[config.mk]
export PLATFORM = sky130hd
export DESIGN_NAME = xrisc_data_responder
export DESIGN_NICKNAME = d
export VERILOG_FILES = /design/src/rtl/xrisc_data_responder.sv
export SDC_FILE = /design/constraint.sdc
export NUM_CORES = 2
export LEC_CHECK = 0
export BUFFER_PORTS_ARGS = -buffer_cell sky130_fd_sc_hd__buf_2
export CORE_MARGIN = 8
export CORE_UTILIZATION = 40
export CTS_CLUSTER_SIZE = 30
export DETAILED_ROUTE_END_ITERATION = 6
export SYNTH_ARGS = -nofsm -noshare
export SYNTH_HDL_FRONTEND = slang
export SYNTH_SLANG_ARGS = --single-unit
[constraint.sdc]
create_clock -name clk -period 4.54 [get_ports clk]
set_clock_uncertainty 0.05 [all_clocks]
set_input_delay 0.454 -clock clk [delete_from_list [all_inputs] [get_ports clk]]
set_output_delay 0.454 -clock clk [all_outputs]
set_load 0.05 [all_outputs]
[src/rtl/xrisc_data_responder.sv]
// xrisc_data_responder: data-port RAM, cycle counter, LED register
// and byte transmit FIFO behind the core's load/store interface.
module xrisc_data_responder #(
  parameter int RAM_WORDS  = 64,
  parameter int FIFO_DEPTH = 8
) (
  input  logic        clk,
  input  logic        reset,
  input  logic        MemWrite,
  input  logic [31:0] DataAdr,
  input  logic [31:0] WriteData,
  output logic [31:0] ReadData,
  output logic [31:0] Leds,
  output logic        TxValid,
  output logic [7:0]  TxData,
  input  logic        TxReady
);

  localparam int AW = $clog2(RAM_WORDS);
  localparam int PW = $clog2(FIFO_DEPTH);
  localparam int CW = PW + 1;

  logic [31:0]   mem [RAM_WORDS];
  logic [7:0]    fifo [FIFO_DEPTH];
  logic [31:0]   cycle;
  logic [PW-1:0] wptr;
  logic [PW-1:0] rptr;
  logic [CW-1:0] count;
  logic          ovf;

  logic          is_ram;
  logic          is_mmio;
  logic [1:0]    sel;
  logic [AW-1:0] idx;
  logic          full;
  logic          empty;
  logic          push;
  logic          pop;
  logic          do_push;
  logic [4:0]    cnt5;
  logic [31:0]   status;
  logic          unused_ok;

  assign is_ram  = DataAdr[31:16] == 16'h0000;
  assign is_mmio = DataAdr[31:4] == 28'hFFFF000;
  assign sel     = DataAdr[3:2];
  assign idx     = DataAdr[AW+1:2];
  assign unused_ok = ^DataAdr;

  assign full    = count == CW'(FIFO_DEPTH);
  assign empty   = count == '0;
  assign TxValid = !empty;
  assign TxData  = fifo[rptr];
  assign pop     = TxValid & TxReady;
  assign push    = MemWrite & is_mmio & (sel == 2'd2);
  // A full FIFO still takes a byte when the head leaves the same edge.
  assign do_push = push & (!full | pop);

  assign cnt5   = 5'(count);
  assign status = {24'b0, cnt5[3:0], 1'b0, ovf, full, empty};

  always_comb begin
    ReadData = 32'h0;
    unique case (1'b1)
      is_ram:  ReadData = mem[idx];
      is_mmio: begin
        unique case (sel)
          2'd0:    ReadData = cycle;
          2'd1:    ReadData = Leds;
          2'd2:    ReadData = 32'h0;
          default: ReadData = status;
        endcase
      end
      default: ReadData = 32'h0;
    endcase
  end

  always_ff @(posedge clk) begin
    if (MemWrite && is_ram && !reset)
      mem[idx] <= WriteData;
    if (do_push && !reset)
      fifo[wptr] <= WriteData[7:0];
  end

  always_ff @(posedge clk) begin
    if (reset) begin
      cycle <= '0;
      Leds  <= '0;
      wptr  <= '0;
      rptr  <= '0;
      count <= '0;
      ovf   <= 1'b0;
    end else begin
      cycle <= cycle + 32'd1;
      if (MemWrite && is_mmio && sel == 2'd1)
        Leds <= WriteData;
      if (do_push)
        wptr <= wptr + 1'b1;
      if (pop)
        rptr <= rptr + 1'b1;
      unique case ({do_push, pop})
        2'b10:   count <= count + 1'b1;
        2'b01:   count <= count - 1'b1;
        default: count <= count;
      endcase
      if (push && full && !pop)
        ovf <= 1'b1;
      else if (MemWrite && is_mmio && sel == 2'd3 && WriteData[2])
        ovf <= 1'b0;
    end
  end

endmodule

==> results.md <==
- First-pass GRT wire length: 356 mm
- GR Util All Layers: between 20% and 30%
- Post-CTS Setup Bufs: 0
- Initial antenna violation count: 12
- HPWL Detailed: approximately 160 mm
- CP startpoint kind: input port
- Power per cell area: 417 nW/um^2
- Layout cells sized above 1: a little under 30%
- Commonest non-fill, non-tap cells in the layout: edfxtp_1 (2112), mux4_2 (466), buf_4 (345), clkbuf_16 (217)
- Die area: approximately 230000 um^2
- Placed Cells: 7235
- Max Cap Violations: 0
- Synth Register Bits: roughly 2200
- Commonest non-fill, non-tap cell in the layout: edfxtp_1
- Die X: 476 um
- Fin. max-slew vios: 0
- Final WS setup: -0.00427 ns
- Core box area: between 200000 and 250000 um^2
- CP Max Fanout: 48
- TritonRoute pass-1 iters: 6
- # IOs: 141
- Gpl congestion: between 0.8 and 0.9
- Top FF cell, synth: edfxtp_1
- Max Freq: 220 MHz
- RSZ-0062 raised after global routing: no
- Syn Nets: between 4000 and 5000
- Vias in the first global route: 44513
- # rows: 169
- Hold WC Path Type: in2reg
- Grt total ovfl: 0
- Worst-margin pin slew: about 1.4 ns
- H-tree depth: 4
- Post-Syn Instances: around 4000
- Ys Warns: 0
- P&R area growth vs syn: 16.6%
- Non-filler instance count after layout: roughly 7600
- Ys async rst share: 0%
- Nets: ~4700
- CTS tree: built
- Place WS: -0.357 ns
- Crit path kind: in2out
- Slowest-stage cell, CP: nor4_1
- Status: complete, but fails checks
- Setup-failing EPs final: 1
- Tot Pwr: around 41000 uW
- Netlist cell types: 70
- Clock Sinks: 2190
- Wire length per cell: 33.5 um
- Routed vias: ~46000
- Slowest Stage Delay on Critical Path: just over 0.8 ns
- Antenna-violating nets left: 0
- Register area share after synthesis: 76.7%
- CTS buffer count: ~210
- Period minus WS final: approximately 4.5 ns
- Mapped cell area: between 80000 and 90000 um^2
- Leakage power: approximately 0.031 uW
- Detailed Route WL: 256 mm
- Vias per cell: slightly below 6
- Worst slew margin: under 10%
- Worst EP required: about 4.0 ns
- Largest net degree at the start of global routing: 74
- Worst setup EP type: primary output
- Avg Inst Size Synth: roughly 21 um^2
- Initial drt markers: between 6000 and 7000
- Initial Utilization: 40.1%
- Max VDD drop: 355 uV
- Final hold vios: 0
- CTS Root Cell: clkbuf_16
- DRC Markers: 0
- Height of the die: ~480 um
- Violated checks: negative setup slack
- Clock Pin Slew Worst Setup and Hold Paths: approximately 0.060 ns
- Clk_lat worst skew: between 0.8 and 0.9 ns
- Clk buf depth: 3
- Port Buffers: ~140
- Period utilization: 100%
- EDFF count, synth: 2112
- CP Cell Sequence: buf_8 -> buf_12 -> buf_4 -> mux4_2 -> a22oi_1 -> nand4_1 -> nor4_1 -> buf_4 -> o22ai_1 -> buf_12
- CP arrival: about 4.0 ns
- Filler Cell Count: between 15000 and 20000
-- final cells by class --
type,count,area [um^2],area share [%]
sequential,2190,65000,65.8
multi-input combinational,1680,18900,19.2
clock buffer,258,5610,5.68
timing repair buffer,543,4650,4.71
tap,2821,3530,3.57
clock inverter,130,1050,1.06
inverter,11,42.5,0.0431
antenna,2,5.00,0.00506
-- worst max-delay path, delay by kind of cell --
kind / cells / cell delay, ns
buf+inv: 5 / 1.50
simple gates: 2 / 1.12
compound gates: 2 / 0.43
mux: 1 / 0.35
-- final timing paths --
path | cells past startpoint | slack [ns] | end | from
worst max register to register | 11 | 1.58 | count[2] | count[0]
worst min register to register | 2 | 0.41 | Leds[27] | Leds[27]
worst min-delay path | 1 | 0.06 | mem[44][10] | WriteData[10]
worst max-delay path | 10 | -0.004 | ReadData[13] | DataAdr[3]
-- Yosys cell counts, types with 7 or more instances --
| library cell | n | area [um^2] |
|---|---|---|
| buf_6 | 34 | 383 |
| buf_2 | 39 | 195 |
| nand3_1 | 80 | 400 |
| a211oi_1 | 14 | 105 |
| buf_4 | 51 | 383 |
| nor2b_1 | 16 | 100 |
| dfxtp_1 | 78 | 1560 |
| xor2_1 | 14 | 123 |
| a22o_1 | 7 | 61.3 |
| edfxtp_1 | 2112 | 63400 |
| nor2_1 | 150 | 563 |
| clkbuf_1 | 93 | 349 |
| mux2_2 | 26 | 293 |
| o211ai_1 | 10 | 75.1 |
| inv_1 | 10 | 37.5 |
| nor3_1 | 33 | 165 |
| o22ai_1 | 43 | 269 |
| and2_1 | 8 | 50.1 |
| nand4_1 | 31 | 194 |
| a22oi_1 | 131 | 983 |
| a21oi_1 | 81 | 405 |
| xnor2_1 | 16 | 140 |
| mux2i_1 | 179 | 1790 |
| buf_1 | 12 | 45.0 |
| nand2_1 | 179 | 672 |
| nor4_1 | 14 | 87.6 |
| or3_1 | 13 | 81.3 |
| and3_1 | 14 | 87.6 |
| a31oi_1 | 11 | 68.8 |
| mux4_2 | 466 | 10500 |
| a32oi_1 | 12 | 105 |
| o21ai_0 | 35 | 175 |
-- timing repair --
| action | 4_1_cts | 5_1_grt |
|---|---|---|
| resized for setup | 1 | 2 |
| endpoints found under the hold margin | 107 | 0 |
| hold buffers | 10 | 0 |
| endpoints found under the setup margin | 1 | 2 |
-- kinds of logic after synthesis --
group / after synthesis / share of synthesized area, %
adders and majority gates: 6 / 0.0886
and+or+nand+nor: 588 / 3.35
AOI/OAI and AO/OA: 385 / 3.08
muxes: 671 / 14.8
xor gates and xnor gates: 30 / 0.310
DFF: 2190 / 76.7
buffers and inverters: 240 / 1.65
-- report_power, final --
group          switching (uW)  internal [uW]  leakage [uW]
Sequential               2.39          22100        0.0196
Combinational            1300            695       0.00862
Clock                    7540           9560       0.00325
-- state kept, by name (all words and copies together) (netlist names), named ones only --
| register | count |
|---|---|
| fifo | 64 |
| ovf | 1 |
| Leds | 32 |
| rptr | 3 |
| count | 4 |
| cycle | 32 |
| wptr | 3 |
| mem | 2048 |
-- per-layer routing --
| metal | up-vias | global-route usage [%] | share of wire [%] |
|---|---|---|---|
| met5 | - | 0 | 0.033 |
| met4 | 14 | 6.52 | 3.2 |
| met3 | 412 | 5.15 | 10 |
| met2 | 2561 | 34.2 | 46 |
| met1 | 24316 | 30.8 | 40 |
| li1 | 18203 | - | - |
-- per-stage QoR --
stage	instance area [um^2]	utilization [%]	hold slack, ns	TNS, ns
6_report	98800	46.7	0.0628	-0.00427
4_1_cts	98800	46.7	0.0248	0
5_1_grt	98800	46.7	0.0503	0
3_3_place_gp	92000	43.5	0.387	-0.364
2_1_floorplan	84700	-	0.375	0
3_5_place_dp	92000	43.5	0.397	-0.357
Power figures use the tool's default switching activity.
